[config.mk]
export PLATFORM = sky130hd
export DESIGN_NAME = uart_tx_arb
export DESIGN_NICKNAME = d
export VERILOG_FILES = /design/src/rtl/uart_pkg.sv /design/src/rtl/uart_rr_pick2.sv /design/src/rtl/uart_tx_arb.sv
export SDC_FILE = /design/constraint.sdc
export NUM_CORES = 1
export LEC_CHECK = 0
export ABC_AREA = 1
export CORE_UTILIZATION = 37
export DETAILED_ROUTE_END_ITERATION = 8
export MAX_ROUTING_LAYER = met4
export PLACE_DENSITY = 0.84
export SLEW_MARGIN = 20
export SYNTH_ARGS = -nofsm -noshare
export SYNTH_HDL_FRONTEND = slang
export SYNTH_HIERARCHICAL = 1
export SYNTH_SLANG_ARGS = --single-unit
[constraint.sdc]
create_clock -name clk -period 1.4 [get_ports clk]
set_input_delay 0.28 -clock clk [delete_from_list [all_inputs] [get_ports clk]]
set_output_delay 0.28 -clock clk [all_outputs]
set_load 0.005 [all_outputs]
[src/rtl/uart_pkg.sv]
// Shared definitions for the UART transmit arbiter: FSM encoding, source IDs
// and the default transmitter acknowledge timeout.
package uart_pkg;

  typedef enum logic [1:0] {
    ST_IDLE      = 2'd0,
    ST_START     = 2'd1,
    ST_WAIT_ACK  = 2'd2,
    ST_WAIT_DONE = 2'd3
  } arb_state_t;

  localparam logic SRC_ECHO = 1'b0;
  localparam logic SRC_MSG  = 1'b1;

  localparam int TO_CYCLES_DEFAULT = 2048;

endpackage

[src/rtl/uart_rr_pick2.sv]
// Two-way round-robin winner selection: a lone valid always wins, a tie goes
// to the requester named by ptr.
module uart_rr_pick2
  import uart_pkg::*;
(
  input  logic valid0,
  input  logic valid1,
  input  logic ptr,
  output logic win,
  output logic any
);

  always_comb begin
    any = valid0 | valid1;
    if (valid0 && valid1) begin
      win = ptr;
    end else if (valid1) begin
      win = SRC_MSG;
    end else begin
      win = SRC_ECHO;
    end
  end

endmodule

[src/rtl/uart_tx_arb.sv]
// Round-robin arbiter feeding one UART transmitter from an RX-echo and a message source.
// Optional tx_busy acknowledge timeout is compiled in with `define UART_TX_ARB_TIMEOUT_EN.
module uart_tx_arb
  import uart_pkg::*;
#(
  parameter int   TO_CYCLES  = TO_CYCLES_DEFAULT,
  parameter logic PRIO_RESET = 1'b0
) (
  input  logic       clk,
  input  logic       reset,
  input  logic       req0_valid,
  input  logic [7:0] req0_data,
  output logic       req0_ready,
  input  logic       req1_valid,
  input  logic [7:0] req1_data,
  output logic       req1_ready,
  output logic       tx_start,
  output logic [7:0] tx_data,
  input  logic       tx_busy,
  output logic       grant_src,
  output logic       arb_busy,
  output logic       err_timeout
);

  arb_state_t state_q, state_d;
  logic       rr_ptr_q, rr_ptr_d;
  logic [7:0] tx_data_q, tx_data_d;
  logic       grant_src_q, grant_src_d;
  logic       win, any, accept;

`ifdef UART_TX_ARB_TIMEOUT_EN
  localparam int CNT_W = $clog2(TO_CYCLES + 1);
  logic [CNT_W-1:0] to_cnt_q, to_cnt_d;
  logic             err_q, err_d;
`endif

  uart_rr_pick2 u_pick (
    .valid0 (req0_valid),
    .valid1 (req1_valid),
    .ptr    (rr_ptr_q),
    .win    (win),
    .any    (any)
  );

  // reset is folded in so the readies drop the instant reset asserts
  assign accept     = (state_q == ST_IDLE) && any && reset;
  assign req0_ready = accept && (win == SRC_ECHO);
  assign req1_ready = accept && (win == SRC_MSG);
  assign tx_start   = (state_q == ST_START);
  assign arb_busy   = (state_q != ST_IDLE);
  assign tx_data    = tx_data_q;
  assign grant_src  = grant_src_q;

  always_comb begin
    state_d     = state_q;
    rr_ptr_d    = rr_ptr_q;
    tx_data_d   = tx_data_q;
    grant_src_d = grant_src_q;
    case (state_q)
      ST_IDLE: begin
        if (accept) begin
          state_d     = ST_START;
          rr_ptr_d    = ~win;
          tx_data_d   = win ? req1_data : req0_data;
          grant_src_d = win;
        end
      end
      ST_START:     state_d = ST_WAIT_ACK;
      ST_WAIT_ACK:  if (tx_busy) state_d = ST_WAIT_DONE;
      ST_WAIT_DONE: if (!tx_busy) state_d = ST_IDLE;
      default:      state_d = ST_IDLE;
    endcase
`ifdef UART_TX_ARB_TIMEOUT_EN
    // Counter only advances while parked in a wait state; any move clears it.
    to_cnt_d = '0;
    err_d    = err_q;
    if ((state_q == ST_WAIT_ACK || state_q == ST_WAIT_DONE) && state_d == state_q) begin
      if (to_cnt_q == CNT_W'(TO_CYCLES - 1)) begin
        state_d = ST_IDLE;
        err_d   = 1'b1;
      end else begin
        to_cnt_d = to_cnt_q + 1'b1;
      end
    end
`endif
  end

  always_ff @(posedge clk or negedge reset) begin
    if (!reset) begin
      state_q     <= ST_IDLE;
      rr_ptr_q    <= PRIO_RESET;
      tx_data_q   <= 8'h00;
      grant_src_q <= SRC_ECHO;
    end else begin
      state_q     <= state_d;
      rr_ptr_q    <= rr_ptr_d;
      tx_data_q   <= tx_data_d;
      grant_src_q <= grant_src_d;
    end
  end

`ifdef UART_TX_ARB_TIMEOUT_EN
  always_ff @(posedge clk or negedge reset) begin
    if (!reset) begin
      to_cnt_q <= '0;
      err_q    <= 1'b0;
    end else begin
      to_cnt_q <= to_cnt_d;
      err_q    <= err_d;
    end
  end

  assign err_timeout = err_q;
`else
  assign err_timeout = 1'b0;
`endif

endmodule

-- After elaboration in Yosys (flattened, before gate mapping)
Cells that the tools add are included.
- add/sub/neg operators: 0
- $mul: 0
- divide/modulo/power cells: 0
- magnitude comparators: 0
- equal/unequal tests: 6
- shift operators: 0
- muxes and demuxes: 7
- bitwise operators: 2
- reduce and logical (&&, ||, !) cells: 9
- operator list (cell ; number):
    $mux W8 ; 1
    $pmux W2 S4 ; 1
    $mux W2 ; 3
    $ne A2 B2 Y1 const B ; 3
    $logic_and A1 B1 Y1 ; 5
    $eq A2 B2 Y1 const B ; 2
    $reduce_and A3 Y1 ; 1
    $eq A2 B1 Y1 const B ; 1
    $logic_not A2 Y1 ; 1
    $mux W1 ; 2
    $reduce_and A2 Y1 ; 1
    $reduce_bool A2 Y1 ; 1
    $not A1 Y1 ; 1
    $or A1 B1 Y1 ; 1
- bits in registers: 12
- latch bits: 0
- memory bits (writable): 0
- bits in read-only memories: 0
- bits of input ports: 21
- memories kept: 0

-- Depth between registers and ports, before layout
- word-level depth: 5
- mapped depth: 8

-- Hierarchy
Netlist, hierarchy kept.
- modules (own cells, without submodules) (module ; instances ; cells each ; area an instance (sq um)):
    uart_tx_arb ; 1 ; 76 ; 634.4
    uart_rr_pick2 ; 1 ; 5 ; 22.5

-- Worst setup path after synthesis
Ideal clock, no wire load.
- path kind: register -> output
- start point: reg state_q[0]
- end point: out req0_ready
- arrival time: 981 ps
- required time: 1120 ps
- path slack: 139 ps
- cell stages (with the launch flop): 5
- buffers on the path: 0
- cells stage by stage: dfrtp_1 -> inv_1 -> ha_1 -> nand3_4 -> nor2_4
- cells in the longest elaborated chain, start to end: 4
- ends and longest elaborated chain (item ; RTL line ; source):
    start: declaration ; uart_tx_arb.sv:25 ; arb_state_t state_q, state_d;
    start signal: assignment ; uart_tx_arb.sv:95 ; state_q <= state_d;
    $logic_not A2 Y1 ; uart_tx_arb.sv:46 ; assign accept = (state_q == ST_IDLE) && any && reset;
    $logic_and A1 B1 Y1 (2 in a row) ; uart_tx_arb.sv:46 ;
    $logic_and A1 B1 Y1 ; uart_tx_arb.sv:47 ; assign req0_ready = accept && (win == SRC_ECHO);
    end: declaration ; uart_tx_arb.sv:13 ; output logic req0_ready,
Every way passes these cells.

-- Final worst setup path
- start point: reg state_q[1]
- end point: out req0_ready
Same word-level chain as after synthesis.

==> results by stage <==
Routing:
- The first-pass iteration count of the detailed router is 6.
- The count of nets left with antenna violations once routing finished came out at 0.
- The total DRC errors in the routed layout is 0.
- The ratio of routed vias to standard cells is just over 5.
- The wire length reported by the detailed router is around 2.2 mm.
- The count of routing violations after the opening detailed-route iteration is 19.
- The total number of vias is around 800.
- The routed length per placed instance is approximately 14 µm.

Setup path:
- For the worst setup path, the data arrival time is ~1.3 ns.
- Of all nets on the critical path, the largest fanout is 2.
- The worst setup path is captured at a primary output.
- The required time at the worst-slack endpoint is ~1.1 ns.
- The setup path with the least slack is of type flop to primary output.
- The longest individual stage delay on the worst path is approximately 0.40 ns.
- The critical path's slowest cell is sky130_fd_sc_hd__dfrtp_1.
- The signal on the critical path passes through inv_2 > ha_4 > nand3_4 > buf_12 > nor2_4 > buf_2.
- The critical path buffer and inverter count is 3.
- The worst reg-to-reg setup slack is -0.05 ns.
- The critical path's top delay family is flip-flops.
- The type of origin of the critical path is a flop.

STA:
- The final number of hold-violating endpoints is 0.
- Setup violations remaining at the end of the flow were counted as 6.
- The maximum operating frequency is between 600 and 700 MHz.
- The post-layout minimum cycle time is 1.624 ns.
- In the post-route analysis, the smallest setup slack over all paths is -0.2244 ns.
- The worst setup skew after layout is 0.002598 ns.
- The final period utilization is 116.0%.
- The final count of pins violating max slew is 0.
- Setup repair after global routing could not meet its margin everywhere.

Floorplanning:
- In this run the count of I/O pins placed on the die edge is 35.
- The floorplan step defined a core boundary enclosing roughly 0.0016 mm².
- The height of the chip is ~44 µm.
- The starting density of the core is 41.67%.
- The die is 44.14 µm wide.
- In this run the core area contains 14 standard-cell rows.
- The die covers 0.001948 mm².

Status:
- The flow ran to the end, but the final reports show violations.
- The checks that failed: setup timing.

Job:
- The count of max-cap constraint violations is 0.

Yosys:
- The Yosys step of the flow raised 6 warnings.
- In this run, synthesis produced a sequential element count of 12.
- The mean cell area of the mapped netlist is a little over 8 µm².
- The count of mapped cells out of synthesis is slightly above 80.
- When the netlist entered floorplanning its net count stood at 106.
- Summing every instance area after synthesis gives ~660 µm².
- Synthesis instantiated 13 different standard cells from the library.
- For this run, the register share of the synthesized area comes to roughly 46%.

CTS:
- The total number of H-tree levels is 1.
- The clock latency on the worst-skew pair is 0.27 ns.
- Clock tree synthesis found a total of 12 sinks.
- The quantity of hold-fixing buffers added after cts is 0.
- The clock tree from TritonCTS is done.
- The buffer levels on the longest clock path is 2.
- The CTS root buffer is sky130_fd_sc_hd__clkbuf_4.
- The number of CTS-inserted buffers is 3.
- Clock-pin slew was measured on the worst setup and hold paths at ~0.08 ns.

Pwr:
- Across the VDD grid, the largest voltage drop is around 1.1 mV.
- The total power divided by cell area is about 1800 mW/mm².
- The reported leakage power is about 0.00070 µW.

Global route:
- The number of antenna violations at the first check in global routing came to 0.
- Across every metal layer, demand over resource in global routing totals a little under a quarter.
- The largest net degree at the start of global routing is 13.
- The number of global-route vias before repair is around 790.
- Summed over all layers, the global routing overflow is 0.
- The wire length of the first global-routing pass is 3.298 mm.

Worst hold path:
- The min-delay analysis places its worst path in the category primary input to asynchronous set/reset pin.

Finish:
- Once layout is done, the placed cells without fillers occupy 0.001304 mm².
- The antenna diode count is 0.
- The final-stage net count is 163.
- The fraction of layout instances using a drive strength above 1 is between 40% and 50%.
- The post-synthesis to final-layout area growth is 98.48%.
- After the flow finishes, the layout carries non-filler instances totaling between 150 and 200.

Placed design:
- Counting tap cells, the placed design contains a total of between 100 and 150 instances.
- The cell area after placement is ~0.0011 mm².
- The count of input and output buffers is 33.
- The placer congestion estimate is 0.7979.
- The HPWL after detailed placement is 1.280 mm.
==> cell families (layout without fill, tap and decap cells) <==
family / after synthesis / in the layout / share of synthesized area (%)
adders and majority gates: 4 / 4 / 7.619
AOI/OAI and AO/OA: 2 / 2 / 2.667
DFF: 12 / 12 / 45.71
buffers and inverters: 9 / 65 / 6.284
and+or+nand+nor: 53 / 53 / 37.14
other: 1 / 1 / 0.5709
==> power breakdown <==
| part | total, µW | internal, µW | leakage [µW] | switching (µW) |
|---|---|---|---|---|
| registers | 618 | 512 | 0.000150 | 107 |
| logic | 1490 | 825 | 0.000528 | 660 |
| clock network | 275 | 158 | 0.0000210 | 117 |
==> metrics by stage <==
stage / util [%] / hold slack, ns / worst slack (ns) / setup TNS [ns] / total power [µW]
floorplan: - / -0.01559 / 0.1388 / 0 / 1065
global placement: 68.17 / 0.4723 / -0.5993 / -3.133 / 1634
detailed placement: 68.17 / 0.4783 / -0.6121 / -3.499 / 1687
CTS: 76.51 / 0.4082 / -0.1843 / -0.5755 / 2152
global route: 82.70 / 0.4151 / -0.2629 / -0.9965 / 2546
finish: 82.70 / 0.4058 / -0.2244 / -0.6494 / 2379
==> final timing paths <==
check / endpoint / cells after the start / startpoint
setup / recovery: req0_ready / 6 / state_q[1]$_DFFE_PN0P_
hold / removal: tx_data[6]$_DFFE_PN0P_ / 2 / reset
setup reg to reg: state_q[0]$_DFFE_PN0P_ / 10 / state_q[1]$_DFFE_PN0P_
hold reg to reg: rr_ptr_q$_DFFE_PN0P_ / 2 / rr_ptr_q$_DFFE_PN0P_
max in group asynchronous: tx_data[7]$_DFFE_PN0P_ / 2 / reset
min in group clk: rr_ptr_q$_DFFE_PN0P_ / 2 / rr_ptr_q$_DFFE_PN0P_
==> sequential cells by signal, indices dropped and copies added (netlist names) <==
| register | count |
|---|---|
| state_q | 2 |
| tx_data | 8 |
| grant_src | 1 |
| rr_ptr_q | 1 |
==> repair_timing <==
action,CTS,global route
pin swaps,6,5
cloned,0,1
buffers inserted,9,4
endpoints found under the setup margin,13,18
resized for setup,39,23
==> Yosys cell counts, drive strengths merged <==
library cell / count / area [µm²]
ha: 4 / 50.05
o21ai: 2 / 17.52
nor2: 4 / 30.03
nand3: 12 / 72.57
buf: 2 / 15.01
dfrtp: 12 / 300.3
conb: 1 / 3.750
inv: 7 / 26.27
or2: 1 / 6.260
nand2: 36 / 135.1
==> layer usage <==
layer,wire length [µm],vias to the layer above,share of wire (%),GRT usage (%)
li1,-,358,-,-
met1,813,369,38,27.08
met2,1130,46,52,40.59
met3,172,6,8.0,4.490
met4,47,0,2.2,6.667
met5,0,-,0,-
==> area by class of cell <==
class | count | area (µm²)
clock buffer | 4 | 36.28
fill | 99 | 272.8
inverter | 7 | 26.28
multi-input combinational | 60 | 400.4
sequential | 12 | 300.3
tap | 16 | 20.02
timing repair buffer | 54 | 520.5
==> cells in the final DEF (no fill, tap or decap) <==
master,count
sky130_fd_sc_hd__nor2_4,3
sky130_fd_sc_hd__buf_6,4
sky130_fd_sc_hd__inv_1,3
sky130_fd_sc_hd__clkbuf_8,1
sky130_fd_sc_hd__ha_2,1
sky130_fd_sc_hd__buf_8,1
sky130_fd_sc_hd__inv_2,4
sky130_fd_sc_hd__clkbuf_4,3
sky130_fd_sc_hd__dlymetal6s2s_1,3
sky130_fd_sc_hd__buf_4,15
sky130_fd_sc_hd__nand2_4,3
sky130_fd_sc_hd__nand2_1,23
sky130_fd_sc_hd__dlygate4sd2_1,8
sky130_fd_sc_hd__nor2_1,1
sky130_fd_sc_hd__nand2_2,10
sky130_fd_sc_hd__o21ai_2,2
sky130_fd_sc_hd__clkdlybuf4s50_1,18
sky130_fd_sc_hd__dfrtp_1,12
sky130_fd_sc_hd__clkbuf_16,1
sky130_fd_sc_hd__or2_1,1
sky130_fd_sc_hd__nand3_1,8
sky130_fd_sc_hd__ha_1,2
sky130_fd_sc_hd__nand3_2,3
sky130_fd_sc_hd__buf_2,3
sky130_fd_sc_hd__buf_12,1
sky130_fd_sc_hd__ha_4,1
sky130_fd_sc_hd__conb_1,1
sky130_fd_sc_hd__nand3_4,1
No activity file was read; power rests on OpenSTA's default activity.
